### src/rtl/disp_pkg.sv
// rtl/disp_pkg.sv - shared state encoding, owner codes and defaults for the display arbiter
package disp_pkg;

    typedef enum logic [1:0] {
        ST_IDLE    = 2'b00,
        ST_OWN_CPU = 2'b01,
        ST_OWN_DBG = 2'b10
    } disp_state_e;

    localparam logic [1:0] OWN_NONE = 2'b00;
    localparam logic [1:0] OWN_CPU  = 2'b01;
    localparam logic [1:0] OWN_DBG  = 2'b10;

    localparam int HOLD_CYC_DEF = 50000;

    function automatic logic [1:0] owner_of(input disp_state_e s);
        case (s)
            ST_OWN_CPU: return OWN_CPU;
            ST_OWN_DBG: return OWN_DBG;
            default:    return OWN_NONE;
        endcase
    endfunction

endpackage

### src/rtl/disp_hold_timer.sv
// rtl/disp_hold_timer.sv - clearable saturating hold counter with done flag
module disp_hold_timer
    import disp_pkg::*;
#(
    parameter int HOLD_CYC = HOLD_CYC_DEF
) (
    input  logic clk,
    input  logic rst_n,
    input  logic clr,
    input  logic en,
    output logic done
);

    localparam int CW = (HOLD_CYC > 0) ? $clog2(HOLD_CYC + 1) : 1;
    localparam logic [CW-1:0] CNT_MAX = CW'(HOLD_CYC);

    logic [CW-1:0] cnt_q;
    logic [CW-1:0] cnt_d;

    always_comb begin
        cnt_d = cnt_q;
        if (clr) begin
            cnt_d = '0;
        end else if (en && (cnt_q != CNT_MAX)) begin
            cnt_d = cnt_q + 1'b1;
        end
    end

    always_ff @(posedge clk or negedge rst_n) begin
        if (!rst_n) begin
            cnt_q <= '0;
        end else begin
            cnt_q <= cnt_d;
        end
    end

    assign done = (cnt_q == CNT_MAX);

endmodule

### src/rtl/seg_display_arbiter.sv
// rtl/seg_display_arbiter.sv - round-robin owner arbiter for the digital-tube display
module seg_display_arbiter
    import disp_pkg::*;
#(
    parameter int HOLD_CYC = HOLD_CYC_DEF
) (
    input  logic        clk,
    input  logic        rst_n,
    input  logic        cpu_req,
    input  logic [31:0] cpu_data,
    input  logic        dbg_req,
    input  logic [31:0] dbg_data,
    output logic        cpu_gnt,
    output logic        dbg_gnt,
    output logic [31:0] show_data,
    output logic [1:0]  owner
);

    disp_state_e state_q, state_d;
    logic        last_dbg_q, last_dbg_d;
    logic [31:0] show_q, show_d;
    logic        cpu_gnt_q, dbg_gnt_q;
    logic [1:0]  owner_q;
    logic        tmr_clr, tmr_en, tmr_done;

    disp_hold_timer #(.HOLD_CYC(HOLD_CYC)) u_hold_timer (
        .clk   (clk),
        .rst_n (rst_n),
        .clr   (tmr_clr),
        .en    (tmr_en),
        .done  (tmr_done)
    );

    always_comb begin
        state_d    = state_q;
        last_dbg_d = last_dbg_q;
        show_d     = show_q;
        tmr_clr    = 1'b0;
        tmr_en     = 1'b0;
        case (state_q)
            ST_IDLE: begin
                // On a tie the requester that did not own last time wins
                if (cpu_req && (!dbg_req || last_dbg_q)) begin
                    state_d    = ST_OWN_CPU;
                    last_dbg_d = 1'b0;
                    show_d     = cpu_data;
                    tmr_clr    = 1'b1;
                end else if (dbg_req) begin
                    state_d    = ST_OWN_DBG;
                    last_dbg_d = 1'b1;
                    show_d     = dbg_data;
                    tmr_clr    = 1'b1;
                end
            end
            ST_OWN_CPU: begin
                tmr_en = 1'b1;
                if (cpu_req) begin
                    show_d = cpu_data;
                end else if (tmr_done) begin
                    state_d = ST_IDLE;
                end
            end
            ST_OWN_DBG: begin
                tmr_en = 1'b1;
                if (dbg_req) begin
                    show_d = dbg_data;
                end else if (tmr_done) begin
                    state_d = ST_IDLE;
                end
            end
            default: state_d = ST_IDLE;
        endcase
    end

    always_ff @(posedge clk or negedge rst_n) begin
        if (!rst_n) begin
            state_q    <= ST_IDLE;
            last_dbg_q <= 1'b1;
            show_q     <= 32'h0;
            cpu_gnt_q  <= 1'b0;
            dbg_gnt_q  <= 1'b0;
            owner_q    <= OWN_NONE;
        end else begin
            state_q    <= state_d;
            last_dbg_q <= last_dbg_d;
            show_q     <= show_d;
            cpu_gnt_q  <= (state_d == ST_OWN_CPU);
            dbg_gnt_q  <= (state_d == ST_OWN_DBG);
            owner_q    <= owner_of(state_d);
        end
    end

    assign cpu_gnt   = cpu_gnt_q;
    assign dbg_gnt   = dbg_gnt_q;
    assign show_data = show_q;
    assign owner     = owner_q;

endmodule
### config.mk
export PLATFORM = sky130hd
export DESIGN_NAME = seg_display_arbiter
export DESIGN_NICKNAME = d
export VERILOG_FILES = /design/src/rtl/disp_pkg.sv /design/src/rtl/disp_hold_timer.sv /design/src/rtl/seg_display_arbiter.sv
export SDC_FILE = /design/constraint.sdc
export NUM_CORES = 1
export LEC_CHECK = 0
export ABC_AREA = 1
export BUFFER_PORTS_ARGS = -buffer_cell sky130_fd_sc_hd__buf_2
export CORE_ASPECT_RATIO = 1.1
export CORE_MARGIN = 3
export CORE_UTILIZATION = 40
export DETAILED_ROUTE_END_ITERATION = 12
export PLACE_DENSITY = 0.66
export SLEW_MARGIN = 20
export SYNTH_ARGS = -nofsm -noshare
export SYNTH_HDL_FRONTEND = slang
export SYNTH_SLANG_ARGS = --single-unit
### constraint.sdc
create_clock -name clk -period 2 [get_ports clk]
set_input_delay 0.4 -clock clk [delete_from_list [all_inputs] [get_ports clk]]
set_output_delay 0.4 -clock clk [all_outputs]
set_load 0.05 [all_outputs]
==> metrics.txt, run 1 <==
# TYPE chip_impl_metric gauge
chip_impl_info{name="run_status",value="finished, final reports clean"} 1
chip_impl_metric{name="num-nets-final",unit=""} 558
chip_impl_metric{name="holdWs",unit="ns"} 0.0617
chip_impl_metric{name="worst_slew_pin_slew",unit="ns"} 0.517
chip_impl_metric{name="worst_ep_required_time",unit="ns"} 2.20
chip_impl_metric{name="place_congestion",unit=""} 0.789
chip_impl_info{name="yosys_most_used_dff",value="sky130_fd_sc_hd__dfrtp_1"} 1
chip_impl_metric{name="grt_pass1_wl",unit="microns"} 13300
chip_impl_metric{name="clock.fmax",unit="GHz"} 0.526
chip_impl_metric{name="clock_transition_at_the_registers_of_the_reported_paths",unit="ns"} 0.10
chip_impl_metric{name="boundaryPins",unit=""} 104
chip_impl_metric{name="cts_max_path_buffers",unit=""} 2
chip_impl_metric{name="h-tree-depth",unit=""} 2
chip_impl_metric{name="antenna_found_initial",unit=""} 0
chip_impl_metric{name="detailedRoute.firstPassIterationCount",unit=""} 4
chip_impl_metric{name="placementRows",unit=""} 33
chip_impl_metric{name="relSlewSlack",unit=""} 0.655
chip_impl_metric{name="core_area",unit="sq um"} 7510
chip_impl_metric{name="synth_top_cell_area_share",unit=""} 0.420
chip_impl_metric{name="netlist_instances",unit=""} 384
chip_impl_metric{name="diodes",unit=""} 0
chip_impl_metric{name="dieWidth",unit="microns"} 89.9
chip_impl_info{name="netlist.top_cell.by_area",value="sky130_fd_sc_hd__dfrtp_1"} 1
chip_impl_metric{name="clock_skew",unit="ns"} 0.00425
chip_impl_metric{name="ys.warnings.count",unit=""} 0
chip_impl_metric{name="synth.cell_area",unit="sq um"} 3100
chip_impl_metric{name="via_count",unit=""} 2878
chip_impl_metric{name="largest_stage_delay_worst_path",unit="ns"} 0.42
chip_impl_metric{name="biggest_fanout_along_the_worst_timing_path",unit=""} 14
chip_impl_metric{name="global_router_s_overall_resource_usage",unit=""} 0.181
chip_impl_metric{name="yosys_register_bits",unit=""} 53
chip_impl_metric{name="worst_skew_pair.late_latency",unit="ns"} 0.30
chip_impl_metric{name="hold_buffer_count_at_cts",unit=""} 0
chip_impl_info{name="slowest_stage",value="sky130_fd_sc_hd__dfrtp_1"} 1
chip_impl_metric{name="worst_supply_voltage_drop_on_vdd",unit="uV"} 857
chip_impl_metric{name="synth_enable_flop_cells",unit=""} 0
chip_impl_info{name="worst_hold_path_type",value="in2async"} 1
chip_impl_metric{name="synth_seq_area_share",unit=""} 0.428
chip_impl_metric{name="syn_nets",unit=""} 458
chip_impl_metric{name="placed_cells",unit=""} 580
chip_impl_metric{name="cts_buffers",unit=""} 5
chip_impl_metric{name="period_share",unit=""} 0.951
chip_impl_metric{name="postRouteAntennaNets",unit=""} 0
chip_impl_metric{name="report.final.setup_viol",unit=""} 0
chip_impl_metric{name="first_global_vias",unit=""} 2888
chip_impl_metric{name="die_area",unit="sq um"} 8840
chip_impl_metric{name="leakagePower",unit="nW"} 1.93
chip_impl_metric{name="finish.cell_count_without_fillers",unit=""} 590
chip_impl_metric{name="timing.final.ws_setup",unit="ns"} 0.0977
chip_impl_metric{name="synth.distinct_cells",unit=""} 34
chip_impl_metric{name="drt-wirelength-per-cell",unit="microns"} 12.9
chip_impl_metric{name="detailedPlacementHpwl",unit="microns"} 5780
chip_impl_info{name="layout.cells.most_common",value="sky130_fd_sc_hd__nand2_1"} 1
chip_impl_metric{name="initial_core_util",unit=""} 0.413
chip_impl_metric{name="critPathArrivalTime",unit="ns"} 2.10
chip_impl_info{name="worstSetupEndpointType",value="flip-flop"} 1
chip_impl_metric{name="finalMaxSlewViolations",unit=""} 0
chip_impl_metric{name="clock_sinks",unit=""} 53
chip_impl_metric{name="die-height",unit="microns"} 98.3
chip_impl_metric{name="drc",unit=""} 0
chip_impl_metric{name="synthesis_to_finish_area_growth",unit="%"} 23.7
chip_impl_info{name="clock-root-buffer",value="sky130_fd_sc_hd__clkbuf_8"} 1
chip_impl_info{name="worst_setup_path_start_kind",value="flip-flop"} 1
chip_impl_metric{name="grt_max_degree",unit=""} 32
chip_impl_metric{name="post_route_cells_drive_above_1_share",unit=""} 0.305
chip_impl_metric{name="power_density",unit="nW/um^2"} 1650
chip_impl_metric{name="timing_hold_violations_final",unit=""} 0
chip_impl_metric{name="drt_iter0_drc",unit=""} 117
chip_impl_info{name="rsz0062_at_grt",value="yes"} 1
chip_impl_metric{name="routed_wl",unit="microns"} 7610
chip_impl_info{name="cts_tree",value="done"} 1
chip_impl_metric{name="routed_via_density",unit=""} 4.88
chip_impl_metric{name="pre_cts_slack",unit="ns"} 0.0892
chip_impl_metric{name="io_buffers",unit=""} 103
chip_impl_info{name="synth_area_leaders",value="sky130_fd_sc_hd__dfrtp_1 42%, sky130_fd_sc_hd__nand2_1 13%, sky130_fd_sc_hd__a22o_1 8.5%"} 1
chip_impl_metric{name="timing.final.crit_period",unit="ns"} 1.90
chip_impl_metric{name="overflow",unit=""} 0
chip_impl_metric{name="avgSynthCellArea",unit="sq um"} 8.07
chip_impl_metric{name="async_flop_share",unit=""} 1.00
chip_impl_info{name="critical_path.cell_chain",value="inv_1 > ha_1 > inv_2 > or2_2 > nand2_2 > buf_4 > o21ai_0 > a22o_1"} 1
chip_impl_metric{name="p_total",unit="mW"} 6.31
chip_impl_info{name="critical_path_type",value="reg2reg"} 1
chip_impl_info{name="layout_common_cells",value="109 x sky130_fd_sc_hd__nand2_1, 103 x sky130_fd_sc_hd__buf_2, 52 x sky130_fd_sc_hd__dfrtp_1"} 1
chip_impl_metric{name="max_cap_viol_count",unit=""} 0
chip_impl_metric{name="finish.utilization",unit=""} 0.510
[timing repair]
action,in CTS,in global routing
setup endpoints to repair,0,31
hold endpoints to repair,0,0
buffers inserted,0,2
resized for setup,0,1
[worst max-delay path: cells and delay by family (launching register included)]
family	cells	cell delay (ns)
AO/OA/AOI/OAI	2	0.33
adder cells (fa/ha/maj)	1	0.31
AND/OR/NAND/NOR	2	0.39
buffers and inverters	3	0.36
flip-flops	1	0.42
[power by group]
part / switching (mW) / leakage (nW) / internal, mW
sequential: 0.210 / 0.689 / 1.44
combinational: 2.67 / 1.18 / 1.22
clock: 0.357 / 0.0574 / 0.407
[cell families after synthesis]
group,synth area share
and+or+nand+nor,0.243
adders and majority gates,0.0242
xor gates and xnor gates,0.00848
buffers and inverters,0.0868
DFF,0.428
AOI/OAI and AO/OA,0.210
[final timing paths]
kind | from | end | slack, ns | cells past startpoint
max in group asynchronous | rst_n | show_data[10] | 1.33 | 2
setup reg to reg | state_q[1] | show_data[7] | 0.1 | 8
setup / recovery | state_q[1] | show_data[7] | 0.1 | 8
min in group clk | cpu_data[28] | show_data[28] | 0.35 | 3
hold / removal | rst_n | u_hold_timer.cnt_q[5] | 0.06 | 1
hold reg to reg | show_data[1] | show_data[1] | 0.51 | 1
[per-stage QoR]
stage               setup TNS (ns)  instance area, sq um
floorplan                        0                  3100
global placement                 0                  3700
detailed placement               0                  3700
CTS                              0                  3820
global route               -0.0944                  3840
finish                           0                  3840
[metal layers]
| layer | vias to the layer above | wire length (microns) | global-route usage |
|---|---|---|---|
| met3 | 10 | 431 | 0.0462 |
| met2 | 80 | 3830 | 0.315 |
| met4 | 0 | 134 | 0.0636 |
| met5 | - | 0 | 0 |
| li1 | 1477 | - | - |
| met1 | 1311 | 3210 | 0.219 |
[cell usage after synthesis (all sizes together) (5+ instances only)]
| master | number |
|---|---|
| dfrtp | 52 |
| o21ai | 50 |
| a21oi | 10 |
| inv | 30 |
| buf | 17 |
| ha | 6 |
| nor3 | 5 |
| a22o | 30 |
| nand3 | 21 |
| nor2 | 25 |
| nand4 | 5 |
| nand2 | 112 |
| clkbuf | 7 |
[registers in the layout, summed over array words and instances (netlist names)]
name / count
dbg_gnt: 1
state_q: 2
cpu_gnt: 1
u_hold_timer.cnt_q: 16
show_data: 32
last_dbg_q: 1
[cell type report]
cell class	count	area [sq um]
well taps	105	131
flip-flops and latches	53	1330
inverters	31	116
multi-input cells	276	1500
fillers	754	3680
clock buffers	6	82.6
repair buffers	117	637
clock inverters	2	37.5
Note: power is estimated with default switching activity, not from simulation.
==> run 2: changes to the inputs <==
CORE_ASPECT_RATIO = unset   (was 1.1)
SETUP_SLACK_MARGIN = 0.2   (was unset)
==> run 2 against run 1 <==
Against the previous run:
- largest cell class unchanged
- wire length rose by 7.1%
- sequential power about the same
- cell count unchanged
- critical endpoint is now show_data[1]
==> metrics.txt, run 2 (same netlist as run 1, synthesis figures left out) <==
# TYPE chip_impl_metric gauge
chip_impl_info{name="layout_common_cells",value="108 x sky130_fd_sc_hd__nand2_1, 104 x sky130_fd_sc_hd__buf_2, 51 x sky130_fd_sc_hd__dfrtp_1"} 1
chip_impl_metric{name="holdWs",unit="ns"} 0.0420
chip_impl_metric{name="placed_cells",unit=""} 574
chip_impl_metric{name="diodes",unit=""} 0
chip_impl_metric{name="place_congestion",unit=""} 0.857
chip_impl_metric{name="initial_core_util",unit=""} 0.421
chip_impl_info{name="run_status",value="finished, final reports clean"} 1
chip_impl_info{name="worstSetupEndpointType",value="flip-flop"} 1
chip_impl_metric{name="clock_transition_at_the_registers_of_the_reported_paths",unit="ns"} 0.10
chip_impl_metric{name="cts_buffers",unit=""} 5
chip_impl_metric{name="dieWidth",unit="microns"} 94.0
chip_impl_metric{name="finalMaxSlewViolations",unit=""} 0
chip_impl_metric{name="worst_supply_voltage_drop_on_vdd",unit="uV"} 919
chip_impl_metric{name="critPathArrivalTime",unit="ns"} 1.92
chip_impl_metric{name="die_area",unit="sq um"} 8840
chip_impl_metric{name="groute.layer.met3.usage",unit=""} 0.0521
chip_impl_metric{name="hold_buffer_count_at_cts",unit=""} 0
chip_impl_metric{name="aggregate_negative_setup_slack",unit="ns"} 0
chip_impl_metric{name="biggest_fanout_along_the_worst_timing_path",unit=""} 8
chip_impl_metric{name="clock_skew",unit="ns"} 0.0114
chip_impl_metric{name="num-nets-final",unit=""} 564
chip_impl_metric{name="post_route_cells_drive_above_1_share",unit=""} 0.328
chip_impl_metric{name="comb_power_share",unit=""} 0.664
chip_impl_metric{name="global_router_s_overall_resource_usage",unit=""} 0.178
chip_impl_metric{name="detailedRoute.firstPassIterationCount",unit=""} 4
chip_impl_metric{name="max_cap_viol_count",unit=""} 0
chip_impl_metric{name="timing.final.crit_period",unit="ns"} 1.73
chip_impl_metric{name="timing_hold_violations_final",unit=""} 0
chip_impl_metric{name="overflow",unit=""} 0
chip_impl_metric{name="drt-wirelength-per-cell",unit="microns"} 13.8
chip_impl_metric{name="cts_max_path_buffers",unit=""} 2
chip_impl_info{name="critical_path_type",value="reg2reg"} 1
chip_impl_metric{name="relSlewSlack",unit=""} 0.676
chip_impl_metric{name="grt_max_degree",unit=""} 33
chip_impl_metric{name="power.net_switching",unit="mW"} 3.42
chip_impl_info{name="busiest_layer",value="met2"} 1
chip_impl_metric{name="routed_wl",unit="microns"} 8140
chip_impl_metric{name="clock.fmax",unit="GHz"} 0.578
chip_impl_metric{name="largest_reg_flops",unit=""} 32
chip_impl_metric{name="h-tree-depth",unit=""} 2
chip_impl_metric{name="first_global_vias",unit=""} 2786
chip_impl_info{name="worst_setup_path_start_kind",value="flip-flop"} 1
chip_impl_metric{name="routed_via_density",unit=""} 5.08
chip_impl_metric{name="postRouteAntennaNets",unit=""} 0
chip_impl_info{name="clock-root-buffer",value="sky130_fd_sc_hd__clkbuf_8"} 1
chip_impl_metric{name="period_share",unit=""} 0.865
chip_impl_info{name="rsz0062_at_grt",value="no"} 1
chip_impl_metric{name="core_area",unit="sq um"} 7370
chip_impl_metric{name="via_count",unit=""} 2996
chip_impl_metric{name="worst_slew_pin_slew",unit="ns"} 0.486
chip_impl_metric{name="gr-usage-met1",unit=""} 0.233
chip_impl_info{name="cts_tree",value="done"} 1
chip_impl_metric{name="seq_power_share",unit=""} 0.246
chip_impl_metric{name="grt.met2_usage",unit=""} 0.290
chip_impl_metric{name="switching_share",unit=""} 0.510
chip_impl_metric{name="p_int",unit="mW"} 3.28
chip_impl_metric{name="nFillCells",unit=""} 720
chip_impl_metric{name="power.share.clock",unit=""} 0.090
chip_impl_metric{name="boundaryPins",unit=""} 104
chip_impl_metric{name="placementRows",unit=""} 31
chip_impl_metric{name="io_buffers",unit=""} 103
chip_impl_metric{name="detailedPlacementHpwl",unit="microns"} 5850
chip_impl_metric{name="report.final.setup_viol",unit=""} 0
chip_impl_metric{name="synthesis_to_finish_area_growth",unit="%"} 27.6
chip_impl_metric{name="worst_skew_pair.late_latency",unit="ns"} 0.31
chip_impl_metric{name="drt_iter0_drc",unit=""} 141
chip_impl_info{name="worst_hold_path_type",value="in2async"} 1
chip_impl_metric{name="finish.cell_count_without_fillers",unit=""} 590
chip_impl_info{name="layout.cells.most_common",value="sky130_fd_sc_hd__nand2_1"} 1
chip_impl_metric{name="pre_cts_slack",unit="ns"} 0.0848
chip_impl_metric{name="antenna_found_initial",unit=""} 0
chip_impl_metric{name="worst_ep_required_time",unit="ns"} 2.19
chip_impl_metric{name="die-height",unit="microns"} 94.0
chip_impl_metric{name="drc",unit=""} 0
chip_impl_metric{name="grt_pass1_wl",unit="microns"} 12700
chip_impl_metric{name="leakagePower",unit="nW"} 1.98
chip_impl_metric{name="timing.final.ws_setup",unit="ns"} 0.270
chip_impl_metric{name="power_density",unit="nW/um^2"} 1690
chip_impl_metric{name="clock_sinks",unit=""} 53
## run 2: cell count changes in the layout (fill, tap and decap cells not counted), sizes merged
| cell | change |
|---|---|
| bufinv | -1 |
| clkinvlp | -1 |
| buf | +4 |
| inv | +1 |
| clkinv | +1 |
| clkbuf | +2 |
## run 2: path summary, 6_finish.rpt
path                                    from            end  slack, ns  depth (start not counted)
max in group asynchronous              rst_n     last_dbg_q       1.37                          2
worst max register to register    state_q[0]   show_data[1]       0.27                          8
min in group clk                cpu_data[28]  show_data[28]       0.32                          3
worst max-delay path              state_q[0]   show_data[1]       0.27                          8
worst min-delay path                   rst_n   show_data[9]       0.04                          1
worst min register to register  show_data[5]   show_data[5]       0.51                          1
## run 2: cell type report
| class | count | area, sq um | share of cell area |
|---|---|---|---|
| clock buffer | 6 | 72.6 | 0.0183 |
| clock inverter | 2 | 13.8 | 0.00348 |
| inverter | 31 | 116 | 0.0294 |
| multi-input combinational | 276 | 1540 | 0.389 |
| sequential | 53 | 1330 | 0.336 |
| tap | 99 | 124 | 0.0313 |
| timing repair buffer | 123 | 762 | 0.193 |
## run 2: metal layers
metal / vias up / part of all wire
met2: 77 / 0.50
li1: 1492 / -
met4: 0 / 0.0077
met1: 1421 / 0.42
met5: - / 0
met3: 6 / 0.071
## run 2: repair_timing
item | in CTS | in global routing
hold endpoints to repair | 0 | 0
cloned | 0 | 4
endpoints found under the setup margin | 32 | 38
pin swaps | 0 | 6
gates resized for setup | 2 | 19
buffers inserted | 2 | 2
## run 2: power by group through the flow
stage	combinational [mW]	sequential, mW	clock (mW)
after floorplan	1.97	2.67	0
after global placement	3.81	1.67	0
after detailed placement	3.91	1.65	0
after CTS	3.95	1.64	0.618
after global routing	4.79	1.69	0.668
final	4.45	1.65	0.604
## run 2: worst max-delay path, cell delays in order (launching register included)
cell                        delay [ns]
sky130_fd_sc_hd__dfrtp_1          0.40
sky130_fd_sc_hd__buf_4            0.15
sky130_fd_sc_hd__ha_1             0.23
sky130_fd_sc_hd__inv_1            0.11
sky130_fd_sc_hd__o21ai_1          0.10
sky130_fd_sc_hd__nand2_2          0.12
sky130_fd_sc_hd__o21ai_4          0.11
sky130_fd_sc_hd__clkbuf_16        0.19
sky130_fd_sc_hd__a22o_1           0.20
## run 2: per-stage QoR
| step | power (mW) | instance area (sq um) | utilization |
|---|---|---|---|
| global route | 7.14 | 3960 | 0.537 |
| floorplan | 4.65 | 3100 | - |
| CTS | 6.21 | 3810 | 0.517 |
| detailed placement | 5.56 | 3700 | 0.502 |
| global placement | 5.48 | 3700 | 0.502 |
| finish | 6.70 | 3960 | 0.537 |
